### src/rtl/country_sensor_front_end_if.sv
// Signal bundle between the country-road loop sensor and the traffic-light controller side.
// The master drives the raw loop and the light state; the slave is the sensor front end.
interface country_sensor_front_end_if #(
  parameter int QUEUE_W = 4
) ();
  logic               loop_raw;
  logic [2:0]         cntry;
  logic               x;
  logic [QUEUE_W-1:0] queue_count;
  logic               car_arrived;
  logic               overflow;
  logic               light_err;

  modport master (
    output loop_raw, cntry,
    input  x, queue_count, car_arrived, overflow, light_err
  );

  modport slave (
    input  loop_raw, cntry,
    output x, queue_count, car_arrived, overflow, light_err
  );
endinterface

### src/rtl/country_sensor_front_end.sv
// Country-road car detector: synchronises and debounces the loop, counts arrivals,
// retires cars after a run of country green, and raises x while any car is waiting.
module country_sensor_front_end #(
  parameter int DEBOUNCE_CYCLES = 4,
  parameter int QUEUE_W         = 4,
  parameter int PASS_CYCLES     = 3
) (
  input  logic                      clk,
  input  logic                      reset,
  country_sensor_front_end_if.slave bus
);

  localparam int DB_W = (DEBOUNCE_CYCLES > 1) ? $clog2(DEBOUNCE_CYCLES) : 1;
  localparam int PC_W = (PASS_CYCLES > 1) ? $clog2(PASS_CYCLES) : 1;
  localparam logic [DB_W-1:0]    DB_LAST = DB_W'(DEBOUNCE_CYCLES - 1);
  localparam logic [PC_W-1:0]    PC_LAST = PC_W'(PASS_CYCLES - 1);
  localparam logic [QUEUE_W-1:0] Q_MAX   = '1;

  logic               sync_1;
  logic               loop_s;
  logic               loop_db;
  logic [DB_W-1:0]    db_cnt;
  logic [PC_W-1:0]    pass_cnt;
  logic [QUEUE_W-1:0] count;
  logic               arrived_q;
  logic               overflow_q;
  logic               light_err_q;

  logic db_differ;
  logic db_toggle;
  logic arrive;
  logic pass_active;
  logic depart;
  logic cntry_valid;

  always_comb begin
    db_differ   = (loop_s != loop_db);
    db_toggle   = db_differ && (db_cnt == DB_LAST);
    arrive      = db_toggle && !loop_db;
    pass_active = (bus.cntry == 3'b100) && (count != '0);
    depart      = pass_active && (pass_cnt == PC_LAST);
    cntry_valid = (bus.cntry == 3'b001) || (bus.cntry == 3'b010) || (bus.cntry == 3'b100);
  end

  always_ff @(posedge clk or posedge reset) begin
    if (reset) begin
      sync_1      <= 1'b0;
      loop_s      <= 1'b0;
      loop_db     <= 1'b0;
      db_cnt      <= '0;
      pass_cnt    <= '0;
      count       <= '0;
      arrived_q   <= 1'b0;
      overflow_q  <= 1'b0;
      light_err_q <= 1'b0;
    end else begin
      sync_1 <= bus.loop_raw;
      loop_s <= sync_1;

      if (db_toggle) begin
        loop_db <= ~loop_db;
        db_cnt  <= '0;
      end else if (db_differ) begin
        db_cnt <= db_cnt + 1'b1;
      end else begin
        db_cnt <= '0;
      end

      arrived_q <= arrive;

      // Any break in green-with-cars restarts the pass timing from scratch.
      if (pass_active && !depart) begin
        pass_cnt <= pass_cnt + 1'b1;
      end else begin
        pass_cnt <= '0;
      end

      // A simultaneous arrival and departure cancel out, so no overflow is flagged.
      case ({arrive, depart})
        2'b10: begin
          if (count == Q_MAX) begin
            overflow_q <= 1'b1;
          end else begin
            count <= count + 1'b1;
          end
        end
        2'b01:   count <= count - 1'b1;
        default: count <= count;
      endcase

      if (!cntry_valid) begin
        light_err_q <= 1'b1;
      end
    end
  end

  assign bus.queue_count = count;
  assign bus.x           = (count != '0);
  assign bus.car_arrived = arrived_q;
  assign bus.overflow    = overflow_q;
  assign bus.light_err   = light_err_q;

endmodule

### src/flat_wrapper.sv
// flat-port wrapper written by rule: the top's interface ports become plain ports
module country_sensor_front_end_flat 
#(
  parameter int DEBOUNCE_CYCLES = 4,
  parameter int QUEUE_W         = 4,
  parameter int PASS_CYCLES     = 3
)
  (clk, reset, bus_loop_raw, bus_cntry, bus_x, bus_queue_count, bus_car_arrived, bus_overflow, bus_light_err);
  country_sensor_front_end_if #(.QUEUE_W(QUEUE_W)) bus_i ();
  input  logic clk;
  input  logic reset;
  input wire logic [$bits(bus_i.loop_raw)-1:0] bus_loop_raw;
  input wire logic [$bits(bus_i.cntry)-1:0] bus_cntry;
  output wire logic [$bits(bus_i.x)-1:0] bus_x;
  output wire logic [$bits(bus_i.queue_count)-1:0] bus_queue_count;
  output wire logic [$bits(bus_i.car_arrived)-1:0] bus_car_arrived;
  output wire logic [$bits(bus_i.overflow)-1:0] bus_overflow;
  output wire logic [$bits(bus_i.light_err)-1:0] bus_light_err;
  assign bus_i.loop_raw = bus_loop_raw;
  assign bus_i.cntry = bus_cntry;
  assign bus_x = bus_i.x;
  assign bus_queue_count = bus_i.queue_count;
  assign bus_car_arrived = bus_i.car_arrived;
  assign bus_overflow = bus_i.overflow;
  assign bus_light_err = bus_i.light_err;
  country_sensor_front_end #(.DEBOUNCE_CYCLES(DEBOUNCE_CYCLES), .QUEUE_W(QUEUE_W), .PASS_CYCLES(PASS_CYCLES)) u_core (.clk(clk), .reset(reset), .bus(bus_i));
endmodule
### config.mk
export PLATFORM = sky130hd
export DESIGN_NAME = country_sensor_front_end_flat
export DESIGN_NICKNAME = d
export VERILOG_FILES = /design/src/rtl/country_sensor_front_end_if.sv /design/src/rtl/country_sensor_front_end.sv /design/src/flat_wrapper.sv
export SDC_FILE = /design/constraint.sdc
export NUM_CORES = 1
export LEC_CHECK = 0
export ABC_AREA = 1
export CORE_UTILIZATION = 51
export DETAILED_ROUTE_END_ITERATION = 10
export DONT_BUFFER_PORTS = 1
export PLACE_DENSITY_LB_ADDON = 0.25
export SLEW_MARGIN = 20
export SYNTH_ARGS = -nofsm -noshare
export SYNTH_HDL_FRONTEND = slang
export SYNTH_SLANG_ARGS = --single-unit
### constraint.sdc
create_clock -name clk -period 1.58 [get_ports clk]
set_input_delay 0.079 -clock clk [delete_from_list [all_inputs] [get_ports clk]]
set_output_delay 0.079 -clock clk [all_outputs]
set_load 0.05 [all_outputs]
==> results of run 1 <==
-- metal layers --
layer | up-vias | track usage, % | share of wire (%)
met2 | 15 | 34.8 | 45
met1 | 281 | 27.4 | 48
met3 | 4 | 3.26 | 3.8
met4 | 0 | 15.0 | 2.6
met5 | - | 0 | 0
li1 | 316 | - | -
-- sequential cells by signal (all words and copies together) (netlist names) --
signal                  flops
u_core.loop_s               1
u_core.bus.queue_count      4
u_core.db_cnt               2
u_core.bus.overflow         1
u_core.pass_cnt             2
u_core.bus.light_err        1
u_core.sync_1               1
u_core.bus.car_arrived      1
u_core.loop_db              1
-- cell families (layout without fill, tap and decap cells) --
kind of cell | count (synthesis) | count (layout) | synth area share (%)
flops | 14 | 14 | 45.1
simple gates | 39 | 39 | 30.9
buf+inv | 17 | 40 | 8.37
fa+ha+maj | 3 | 3 | 4.83
compound gates | 8 | 8 | 6.28
xor+xnor | 4 | 4 | 4.51
-- worst reg2reg max path, delay by kind of cell (launching register included) --
kind / cells / cell delay, ps
flip-flops: 1 / 440
XOR/XNOR: 1 / 190
AND/OR/NAND/NOR: 7 / 530
buffers and inverters: 3 / 350
-- power by group through the flow --
stage | Combinational, mW | Clock, mW | Sequential (mW)
after floorplan | 0.414 | 0 | 0.680
after global placement | 0.782 | 0 | 0.531
after detailed placement | 0.791 | 0 | 0.534
after CTS | 0.925 | 0.271 | 0.500
after global routing | 1.05 | 0.287 | 0.510
final | 0.968 | 0.267 | 0.502
-- cell usage after synthesis, types with 3 or more instances --
cell type / instances / area, µm²
ha_1: 3 / 37.5
nand2_1: 15 / 56.3
nor2_1: 5 / 18.8
nor2_2: 3 / 18.8
inv_1: 10 / 37.5
nand2_2: 4 / 25.0
dfrtp_1: 14 / 350
inv_2: 5 / 18.8
-- through the flow --
step / setup TNS, ps / hold slack (ps) / setup WS, ps / cells / power (mW)
global placement: -34.5 / 29.5 / -34.5 / 112 / 1.31
floorplan: -156 / -32.1 / -108 / 85 / 1.09
finish: -9.89 / 19.2 / -9.89 / 123 / 1.74
detailed placement: -75.4 / 39.5 / -60.3 / 112 / 1.32
global route: -123 / 49.2 / -82.0 / 123 / 1.84
CTS: 0 / 21.2 / 13.0 / 123 / 1.70
-- repair_timing --
action	4_1_cts	5_1_grt
setup buffers	5	0
endpoints found under the hold margin	15	0
setup endpoints to repair	3	3
hold buffers	2	0
pin swaps	5	7
gates resized for setup	7	4
-- final timing paths --
path	endpoint	start	depth (start not counted)
worst max-delay path	u_core.bus.queue_count[3]$_DFFE_PP0P_	u_core.bus.queue_count[2]$_DFFE_PP0P_	11
worst min-delay path	u_core.bus.light_err$_DFFE_PP0N_	bus_cntry[2]	3
worst max register to register	u_core.bus.queue_count[3]$_DFFE_PP0P_	u_core.bus.queue_count[2]$_DFFE_PP0P_	11
worst min register to register	u_core.loop_s$_DFF_PP0_	u_core.sync_1$_DFF_PP0_	0
max in group asynchronous	u_core.bus.queue_count[3]$_DFFE_PP0P_	reset	2
min in group asynchronous	u_core.bus.overflow$_DFFE_PP0P_	reset	2
-- cell type report --
class | count | area [µm²] | area share, %
Timing Repair Buffer | 19 | 148 | 13.9
Clock buffer | 4 | 36.3 | 3.42
Tap cell | 15 | 18.8 | 1.77
Inverter | 17 | 66.3 | 6.26
Multi-Input combinational cell | 54 | 435 | 41.1
Sequential cell | 14 | 355 | 33.5
==> results by stage, run 1 <==
Run status:
- The run finished, with violations left.
- The final reports fail on negative setup slack.

Setup path:
- The type of the worst setup path is flip-flop to flip-flop.
- The cell type of the slowest stage on the worst timing path is dfrtp_2.
- The most repeated library cell on the critical path is nand2_1.
- The maximum net fanout on the critical path is 4.
- The flop-to-flop setup slack is -10 ps.
- STA puts the critical path data arrival time at 1780 ps.
- The buffers plus inverters on the worst setup path is 3.
- STA classifies the critical path startpoint as a flip-flop.
- The capturing element type of the critical path is a flip-flop.
- At the worst endpoint, the required time is 1770 ps.
- Traced cell by cell, the critical path runs through buf_4, nor2_4, nand2_4, nand4_4, buf_4, xor2_1, inv_1, nand3_1, nand2_1, nand2_1, nand2_1.
- Broken down by cell family, the worst path's largest delay share belongs to simple AND/OR/NAND/NOR gates.
- The biggest cell delay along the critical path is 440 ps.

GRT:
- The number of antenna violations at the first check in global routing is 0.
- The maximum number of pins on one net before global-route repair is 15.
- The global-route usage over all layers is 22.0%.
- The overflow left after global routing is 0.
- The first global-routing pass estimated 2.28 mm of wire.
- The via count of the first global-routing pass is 558.

Power:
- The clock share of power is 15.4%.
- The areal power density over the cells is 1640 nW/µm².
- The leakage power total is 0.513 nW.
- Combinational logic is responsible for 55.7% of the overall power.
- The internal portion of total power is 973 µW.
- The power dissipated by switching net loads is 763 µW.
- The maximum resistive drop on vdd is 0.970 mV.
- Net switching is 44.0% of the power.
- The part of the power in registers is 28.9%.

Yosys:
- The cell count after synthesis came out at 85.
- The number of synthesized register bits is 14.
- The net count after synthesis is 94.
- The number of enable flip-flop cells after synthesis is 0.
- The average instance in the mapped netlist occupies 9.14 µm².
- The most used flip-flop cell after synthesis is dfrtp_1.
- The fraction of registers with async set or reset after synthesis is 100%.
- For this run, the register share of the synthesized area comes to 45.1%.
- The post-synthesis cell area is 777 µm².
- The number of synthesis warnings is 0.
- In this run, distinct cell masters in the synthesized netlist total 28.

Drt:
- The count of vias placed by the detailed router is 616.
- The detailed router finished its first iteration with 9 violations.
- The post-detailed-route wirelength per cell is 12.0 µm.
- For this run, the detailed router's first-pass iteration total came to 4.
- The final antenna-violating net count is 0.
- After detailed routing, the number of remaining DRC violations is 0.
- The final layout contains routed wiring with a total length of 1.48 mm.
- The ratio of routed vias to standard cells is 5.01.

Clock tree:
- The clock sink count is 14.
- Clock-pin slew was measured on the worst setup and hold paths at 100 ps.
- The number of clock buffers added by TritonCTS is 3.
- The insertion delay of the later-clocked pin in the worst-skew pair is 290 ps.
- The root cell of the clock tree is clkbuf_4.
- TritonCTS built the clock tree.
- In this run the number of H-tree levels came out at 1.
- The maximum clock insertion buffer count is 2.

Layout:
- The number of antenna diodes in the final layout is 0.
- In the layout the commonest cells are buf_4 (17), nand2_1 (15), dfrtp_1 (10), inv_1 (9), inv_2 (6).
- The library cell used most frequently in the layout, excluding fill and tap cells, is buf_4.
- The fraction of layout instances using a drive strength above 1 is 48.1%.
- The filler cells instantiated in the layout total 90.
- Cells fill 77.6% of the core in the end.
- Once layout is done, the placed cells without fillers occupy 1060 µm².
- Relative to the synthesized area, the layout overhead comes to 36.4%.
- After the last flow step, the layout net total stands at 118.

Worst hold path:
- The worst hold path class is input pin to flip-flop.

Placed design:
- The number of input and output port buffers inserted is 0.
- The final estimated routing congestion in global placement is 0.846.
- In this run the cell area measured after placement is 911 µm².
- After legalization and detailed placement, the total HPWL measured 1.07 mm.

Die:
- The region available for standard cell placement spans 1370 µm².
- For this design the top-level I/O count stands at 14.
- The die span in x is 41.0 µm.
- The die covers 1680 µm².
- The count of standard-cell rows is 13.
- The chip height is 41.0 µm.
- Once the floorplan was initialized, standard cells occupied 56.9% of the core.

Job:
- The tool flagged a number of max-cap violations equal to 0.

Timing:
- Counting I/O delays and the setup requirement, the final critical path takes 1590 ps.
- The share of the cycle needed by the critical path after routing is 101%.
- For the final database, setup skew stands at 11.4 ps.
- At the pin with the least slew margin, the transition time is 538 ps.
- Measured against its own limit, the worst slew margin works out to 64.1%.
- Setup slack on the critical path of the routed design comes to -9.89 ps.
- Setup violations remaining at the end of the flow were counted as 1.
- Setup repair after global routing could not meet its margin everywhere.
- The total count of hold-check failures in the final report is 0.
- The number of slew-limit violations in the final report came to 0.
- Derived from the worst setup path, the maximum achievable clock frequency is 0.629 GHz.
No activity file was read; power rests on OpenSTA's default activity.
==> inputs of run 2 (changes only) <==
--- a/config.mk
+++ b/config.mk
@@ -5,7 +5,6 @@
 export SDC_FILE = /design/constraint.sdc
 export NUM_CORES = 1
 export LEC_CHECK = 0
-export ABC_AREA = 1
 export CORE_UTILIZATION = 51
 export DETAILED_ROUTE_END_ITERATION = 10
 export DONT_BUFFER_PORTS = 1
==> run 2 against run 1 <==
The flow still finishes with violations (negative setup slack). Wire length down 22%. Core utilization down 4.7 points. Combinational power down 40%. Sequential power up 3%. Setup slack worse by 360 ps. Maximum frequency down 19%. Clock-buffer cell count unchanged. Clock skew down 6.2 ps. Worst hold slack better by 53 ps. Sequential share of layout area up 8.4 points. Cell count down 29%. Critical path type unchanged.
==> results by stage, run 2 <==
Timing:
- The share of the cycle needed by the critical path after routing is 124% (was 101%).
- The tightest slew margin relative to the limit is 66.3% (was 64.1%).
- The slew at the pin closest to its max-slew limit came to 505 ps (was 538 ps).
- The setup clock skew after layout was 5.12 ps (was 11.4 ps).
- The maximum clock frequency came to 0.512 GHz (was 0.629 GHz).
- Setup repair after global routing missed its margin: true (unchanged).
- The final critical-path required period was 1950 ps (was 1590 ps).
- The aggregate negative setup slack came to -1580 ps (was -9.89 ps).
- The final critical-path setup slack is -372 ps (was -9.89 ps).
- The total count of hold-check failures in the final report is 0 (unchanged).
- The number of slew-limit violations in the final report was 0 (unchanged).
- The number of setup violations in the final report was 6 (was 1).

Yosys:
- Cells taking the most area after synthesis: dfrtp_1 (53%), ha_1 (5.7%), xnor2_1 (4.0%) (was dfrtp_1 (45%), nand2_1 (7.2%), ha_1 (4.8%)).
- The synthesized area divided by synthesized cell count was 12.1 µm² (was 9.14 µm²).
- The most common flop cell mapped by yosys is dfrtp_1 (unchanged).
- The number of synthesized register bits is 14 (unchanged).
- The number of enable flip-flop cells after synthesis came to 0 (unchanged).
- The net count after synthesis is 64 (was 94).
- The post-synthesis cell area is 663 µm² (was 777 µm²).
- Synth top cells by count: dfrtp_1 (14), inv_1 (6), nor2_1 (5), ha_1 (3), xnor2_1 (3) (was nand2_1 (15), dfrtp_1 (14), inv_1 (10), inv_2 (5), nor2_1 (5)).
- The number of instances in the synthesized netlist was 55 (was 85).
- The count of unique library cells instantiated by Yosys is 25 (was 28).
- The sequential cell area fraction in the yosys report is 52.8% (was 45.1%).
- The number of synthesis warnings is 0 (unchanged).
- The portion of synthesized cell area occupied by the leading cell type came to 52.8% (was 45.1%).
- The fraction of registers with async set or reset after synthesis is 100% (unchanged).
- The most frequently used cell type in the post-synthesis netlist is dfrtp_1 (was nand2_1).
- The cell taking the most area after synthesis is dfrtp_1 (unchanged).

Clock tree:
- The maximum level of the CTS H-tree came to 1 (unchanged).
- The clock sink count was 14 (unchanged).
- The insertion delay of the later-clocked pin in the worst-skew pair came to 270 ps (was 290 ps).
- The maximum clock insertion buffer count came to 2 (unchanged).
- The clock buffer count from CTS is 3 (unchanged).
- The CTS tree is yes (unchanged).
- The root cell of the clock tree is clkbuf_4 (unchanged).
- The clock-pin slew reported for the worst setup and hold paths after clock tree synthesis came to 80 ps (was 100 ps).

GRT:
- The maximum number of pins on one net before global-route repair was 15 (unchanged).
- The global-route usage over all layers is 19.9% (was 22.0%).
- The via count of the first global-routing pass is 501 (was 558).
- The overflow left after global routing came to 0 (unchanged).
- The wire length of the first global-routing pass was 1.91 mm (was 2.28 mm).
- The number of antenna violations at the first check in global routing is 0 (unchanged).

Setup path:
- The data arrival time of the critical path is 2140 ps (was 1780 ps).
- The startpoint type of the worst setup path was a flip-flop (unchanged).
- The maximum net fanout on the critical path is 3 (was 4).
- The biggest cell delay along the critical path is 530 ps (was 440 ps).
- Worst path cell trace: or4_4, and4_4, xor2_1, ha_2, nor2_2, a32oi_2, xnor2_1 (was buf_4, nor2_4, nand2_4, nand4_4, buf_4, xor2_1, inv_1, nand3_1, nand2_1, nand2_1, nand2_1).
- The cell type of the slowest stage on the worst timing path is dfrtp_2 (unchanged).
- The worst path required time is 1770 ps (about the same).
- The type of the worst setup path is flip-flop to flip-flop (unchanged).
- The capturing element type of the critical path is a flip-flop (unchanged).
- The worst reg2reg path depth is 7 (was 11).

Power:
- The leakage power total is 0.370 nW (was 0.513 nW).
- The maximum resistive drop on vdd was 0.833 mV (was 0.970 mV).
- The areal power density over the cells is 1530 nW/µm² (was 1640 nW/µm²).
- The total design power is 1.29 mW (was 1.74 mW).

Drt:
- The DRC marker count from the first detailed-route iteration came to 7 (was 9).
- The post-detailed-route wirelength per cell is 13.2 µm (was 12.0 µm).
- The overall routed net length is 1.15 mm (was 1.48 mm).
- The first-pass detailed-route iteration total is 3 (was 4).
- The count of vias placed by the detailed router came to 455 (was 616).
- The final antenna-violating net count is 0 (unchanged).
- The ratio of routed vias to standard cells is 5.23 (was 5.01).
- The post-detailed-route DRC marker count is 0 (unchanged).

Placed design:
- The half-perimeter wire length of the detailed placement result is 823 µm (was 1.07 mm).
- The final estimated routing congestion in global placement came to 0.723 (was 0.846).
- The number of input and output port buffers inserted is 0 (unchanged).
- The minimum setup slack after placement came to -449 ps (was -60.3 ps).

Die:
- The number of I/O pins was 14 (unchanged).
- The die span in x is 38.1 µm (was 41.0 µm).
- The count of standard-cell rows was 12 (was 13).
- The initial core utilization is 57.4% (was 56.9%).
- The die area came to 1450 µm² (was 1680 µm²).
- The core footprint is 1160 µm² (was 1370 µm²).
- The chip height is 38.1 µm (was 41.0 µm).

Worst hold path:
- The worst hold path class is input pin to flip-flop (unchanged).
- The number of cells on the worst hold path is 3 (unchanged).

Layout:
- The growth of design area from synthesis to finish is 27.0% (was 36.4%).
- The fraction of layout instances using a drive strength above 1 is 32.9% (was 48.1%).
- The antenna diode count is 0 (unchanged).
- The leading cell type in the layout, fill and taps excluded was dfrtp_1 (was buf_4).
- The count of nets after finishing is 83 (was 118).
- The final core area utilization was 72.8% (was 77.6%).
- The flip-flop count of the largest register, all copies and words added came to 4 (unchanged).
- Most frequent cells in the layout: dfrtp_1 (12), buf_4 (10), inv_1 (6), dlygate4sd3_1 (5), nor2_1 (4) (was buf_4 (17), nand2_1 (15), dfrtp_1 (10), inv_1 (9), inv_2 (6)).

Run status:
- Result of the run: finished with violations (unchanged).
- Failing checks: negative setup slack (unchanged).

Job:
- The max-capacitance violation count is 0 (unchanged).
## run 2: metrics by stage
stage | hold WS (ps) | instances | cell area (µm²)
after floorplan | -31.8 | 55 | 664
after global placement | 24.5 | 77 | 734
after detailed placement | 30.9 | 77 | 734
after CTS | 64.4 | 87 | 832
after global routing | 93.3 | 87 | 842
final | 72.2 | 87 | 842
## run 2: power breakdown
| group | internal [mW] | switching [mW] | leakage [nW] | total [mW] |
|---|---|---|---|---|
| Sequential | 0.435 | 0.0803 | 0.168 | 0.515 |
| Combinational | 0.247 | 0.330 | 0.187 | 0.577 |
| Clock | 0.0976 | 0.102 | 0.0150 | 0.200 |
| Total | 0.780 | 0.512 | 0.370 | 1.29 |
## run 2: critical path, delay by kind of cell, from the launching register on
| kind | cells | cell delay (ps) |
|---|---|---|
| and+or+nand+nor | 3 | 670 |
| DFF | 1 | 530 |
| xor gates and xnor gates | 2 | 280 |
| adders and majority gates | 1 | 210 |
| AOI/OAI and AO/OA | 1 | 170 |
## run 2: final timing paths
path	startpoint	endpoint	slack, ps
hold / removal	bus_cntry[0]	u_core.pass_cnt[0]$_DFF_PP0_	70
setup reg to reg	u_core.bus.queue_count[2]$_DFFE_PP0P_	u_core.bus.queue_count[2]$_DFFE_PP0P_	-370
hold reg to reg	u_core.sync_1$_DFF_PP0_	u_core.loop_s$_DFF_PP0_	360
max in group asynchronous	reset	u_core.bus.queue_count[2]$_DFFE_PP0P_	940
min in group asynchronous	reset	u_core.pass_cnt[0]$_DFF_PP0_	280
setup / recovery	u_core.bus.queue_count[2]$_DFFE_PP0P_	u_core.bus.queue_count[2]$_DFFE_PP0P_	-370
## run 2: cells by family (layout without fill, tap and decap cells)
| group | Yosys count | count (layout) | share of synthesized area [%] |
|---|---|---|---|
| simple gates | 15 | 15 | 13.8 |
| flops | 14 | 14 | 52.8 |
| compound gates | 10 | 10 | 14.3 |
| buf+inv | 8 | 26 | 6.79 |
| xor+xnor | 5 | 5 | 6.60 |
| fa+ha+maj | 3 | 3 | 5.66 |
## run 2: cell type report
type | count | area (µm²)
clock buffer | 4 | 26.3
fill | 75 | 314
inverter | 6 | 22.5
multi-input combinational | 33 | 278
sequential | 14 | 353
tap | 14 | 17.5
timing repair buffer | 16 | 145
## run 2: per-layer routing
metal	vias up	track usage, %	part of all wire (%)
li1	230	-	-
met1	209	22.9	45
met2	14	33.9	49
met3	2	6.40	5.4
met4	0	8.04	0.52
met5	-	0	0
## run 2: repair_timing
| action | 4_1_cts | 5_1_grt |
|---|---|---|
| hold buffers | 5 | 0 |
| pin swaps | 2 | 1 |
| resized for setup | 4 | 3 |
| setup endpoints to repair | 8 | 8 |
| endpoints found under the hold margin | 18 | 0 |
| buffers inserted | 1 | 0 |
| gates cloned | 0 | 0 |
==> inputs of run 3 (changes only) <==
--- a/config.mk
+++ b/config.mk
@@ -5,10 +5,12 @@
 export SDC_FILE = /design/constraint.sdc
 export NUM_CORES = 1
 export LEC_CHECK = 0
+export ABC_AREA = 1
 export CORE_UTILIZATION = 51
 export DETAILED_ROUTE_END_ITERATION = 10
 export DONT_BUFFER_PORTS = 1
 export PLACE_DENSITY_LB_ADDON = 0.25
+export SETUP_SLACK_MARGIN = 0.4
 export SLEW_MARGIN = 20
 export SYNTH_ARGS = -nofsm -noshare
 export SYNTH_HDL_FRONTEND = slang
==> run 3 against run 2 <==
Sequential share of layout area is 14 points lower. Non-clock buffer count is 16 higher. Power is 65% higher. Clock skew hardly changed. Clock power is 30% higher. The run still ends with negative setup slack left. Cell count is 56% higher. Global-route usage is 5.6 points higher. Worst hold slack worse by 15 ps. Wire length is 110% higher. First-iteration DRC count grew to 5.4 times the previous value. Sequential power is 2% higher. Die area is 16% higher.
==> results by stage, run 3 (same netlist as run 1, synthesis figures left out) <==
Setup path:
- The flop-to-flop setup slack is -40 ps (was -370 ps).
- The worst path required time is 1760 ps (was 1770 ps).
- The data arrival time of the critical path is 1800 ps (was 2140 ps).
- The capturing element type of the critical path is a flip-flop (unchanged).
- The startpoint type of the worst setup path is a flip-flop (unchanged).
- The maximum net fanout on the critical path is 3 (unchanged).
- The type of the worst setup path is flip-flop to flip-flop (unchanged).

GRT:
- The wire length of the first global-routing pass came to 2.66 mm (was 1.91 mm).
- The via count of the first global-routing pass is 634 (was 501).
- The global-route usage over all layers came to 25.5% (was 19.9%).
- The maximum number of pins on one net before global-route repair is 15 (unchanged).
- The number of antenna violations at the first check in global routing is 0 (unchanged).
- The overflow left after global routing was 0 (unchanged).

Placed design:
- The number of input and output port buffers inserted came to 0 (unchanged).
- The final estimated routing congestion in global placement came to 0.806 (was 0.723).
- The total placed cells including tap cells came to 112 (was 77).
- The half-perimeter wire length of the detailed placement result was 1.09 mm (was 823 µm).
- The minimum setup slack after placement is -107 ps (was -449 ps).

Layout:
- The multi-input logic area came to 472 µm² (was 278 µm²).
- The count of nets after finishing was 131 (was 83).
- The count of filler cells inserted in the layout came to 48 (was 75).
- The leading cell type in the layout, fill and taps excluded is buf_4 (was dfrtp_1).
- The final core area utilization is 91.7% (was 72.8%).
- The fraction of layout instances using a drive strength above 1 is 58.7% (was 32.9%).
- The flip-flop count of the largest register, all copies and words added is 4 (unchanged).
- The growth of design area from synthesis to finish is 61.2% (was 27.0%).
- Most frequent cells in the layout: buf_4 (18), nand2_1 (12), dfrtp_1 (10), buf_6 (9), inv_1 (8) (was dfrtp_1 (12), buf_4 (10), inv_1 (6), dlygate4sd3_1 (5), nor2_1 (4)).
- The antenna diode count came to 0 (unchanged).
- The non-filler instance count after layout is 136 (was 87).
- The area taken by flip-flops and latches is 355 µm² (was 353 µm²).

Drt:
- The count of vias placed by the detailed router is 797 (was 455).
- The final antenna-violating net count is 0 (unchanged).
- The first-pass detailed-route iteration total is 4 (was 3).
- The post-detailed-route DRC marker count came to 0 (unchanged).
- The ratio of routed vias to standard cells is 5.86 (was 5.23).
- The DRC marker count from the first detailed-route iteration is 38 (was 7).
- The post-detailed-route wirelength per cell is 17.8 µm (was 13.2 µm).
- The overall routed net length was 2.42 mm (was 1.15 mm).

Timing:
- The setup clock skew after layout came to 5.45 ps (was 5.12 ps).
- The aggregate negative setup slack is -67.7 ps (was -1580 ps).
- The final critical-path setup slack came to -38.1 ps (was -372 ps).
- The total count of hold-check failures in the final report came to 0 (unchanged).
- The slew at the pin closest to its max-slew limit was 539 ps (was 505 ps).
- The maximum clock frequency came to 0.618 GHz (was 0.512 GHz).
- The number of setup violations in the final report was 2 (was 6).
- The tightest slew margin relative to the limit came to 64.1% (was 66.3%).
- The share of the cycle needed by the critical path after routing is 102% (was 124%).
- The final critical-path required period is 1620 ps (was 1950 ps).
- Setup repair after global routing missed its margin: true (unchanged).
- The number of slew-limit violations in the final report is 0 (unchanged).

Clock tree:
- The clock-pin slew reported for the worst setup and hold paths after clock tree synthesis is 90 ps (was 80 ps).
- The maximum clock insertion buffer count is 2 (unchanged).
- The clock buffer count from CTS came to 3 (unchanged).
- The maximum level of the CTS H-tree is 1 (unchanged).
- The CTS tree is yes (unchanged).
- The clock sink count is 14 (unchanged).
- The root cell of the clock tree was clkbuf_4 (unchanged).
- The insertion delay of the later-clocked pin in the worst-skew pair is 280 ps (was 270 ps).

Power:
- The maximum resistive drop on vdd is 0.962 mV (was 0.833 mV).
- The leakage power total is 0.594 nW (was 0.370 nW).
- The total design power is 2.13 mW (was 1.29 mW).
- The areal power density over the cells is 1700 nW/µm² (was 1530 nW/µm²).

Job:
- The max-capacitance violation count is 0 (unchanged).

Worst hold path:
- The worst hold path class is input pin to flip-flop (unchanged).

Die:
- The number of I/O pins is 14 (unchanged).
- The chip height is 41.0 µm (was 38.1 µm).
- The core footprint was 1370 µm² (was 1160 µm²).
- The count of standard-cell rows was 13 (was 12).
- The die span in x came to 41.0 µm (was 38.1 µm).
- The die area is 1680 µm² (was 1450 µm²).
- The initial core utilization is 56.9% (was 57.4%).

Run status:
- Result of the run: finished with violations (unchanged).
- Failing checks: negative setup slack (unchanged).
==> run 3: cell types whose count changed in the layout (fill, tap and decap cells not counted), moves of 3 or more <==
cell / delta
nand2_1: +11
buf_6: +9
buf_4: +8
inv_2: +7
nand2_2: +6
nor2_4: +6
buf_8: +3
dlygate4sd3_1: -3
ha_4: +3
==> run 3: layout make-up <==
type                            count  area share (%)
Multi-Input combinational cell     54            37.7
Sequential cell                    14            28.4
Timing Repair Buffer               32            24.1
Inverter                           17            5.49
Clock buffer                        4            2.90
Tap cell                           15            1.50
==> run 3: what timing repair did <==
item / 4_1_cts / 5_1_grt
pin swaps: 15 / 11
hold endpoints to repair: 15 / 0
resized for setup: 23 / 11
setup endpoints to repair: 6 / 9
buffers inserted: 9 / 9
hold buffers: 2 / 0
==> run 3: worst paths after layout <==
kind                                            start                                    end  cells past startpoint
max in group asynchronous                       reset  u_core.bus.queue_count[1]$_DFFE_PP0P_                      2
min reg2reg                   u_core.sync_1$_DFF_PP0_                u_core.loop_s$_DFF_PP0_                      0
max reg2reg                u_core.db_cnt[0]$_DFF_PP0_  u_core.bus.queue_count[3]$_DFFE_PP0P_                     12
min                                      bus_cntry[2]       u_core.bus.light_err$_DFFE_PP0N_                      2
min in group asynchronous                       reset             u_core.db_cnt[1]$_DFF_PP0_                      2
max                        u_core.db_cnt[0]$_DFF_PP0_  u_core.bus.queue_count[3]$_DFFE_PP0P_                     12
==> run 3: worst max-delay path, stage by stage, from the launching register on <==
cell,delay (ps)
dfrtp_1,400
ha_4,170
nand3_4,90
buf_4,150
buf_6,110
nand4_2,100
nand2_2,80
nor2_1,100
nand2_1,60
nand3_1,70
nand2_1,60
nand2_1,60
nand2_1,50
==> run 3: metal layers <==
metal	share of wire [%]	GRT usage [%]	vias to the layer above
met4	2.1	13.3	0
met3	7.8	6.52	8
met5	0	0	-
met2	49	46.1	49
li1	-	-	340
met1	41	26.5	400
==> run 3: power breakdown <==
part	internal [mW]	switching (mW)	total (mW)
registers	0.443	0.0807	0.524
logic	0.623	0.726	1.35
clock network	0.140	0.121	0.261
total	1.21	0.927	2.13
==> run 3: metrics by stage <==
step           area (µm²)  hold slack, ps
2_1_floorplan         802           -32.1
3_3_place_gp          911            24.8
3_5_place_dp          911            37.8
4_1_cts              1140            16.7
5_1_grt              1250            68.1
6_report             1250            57.2
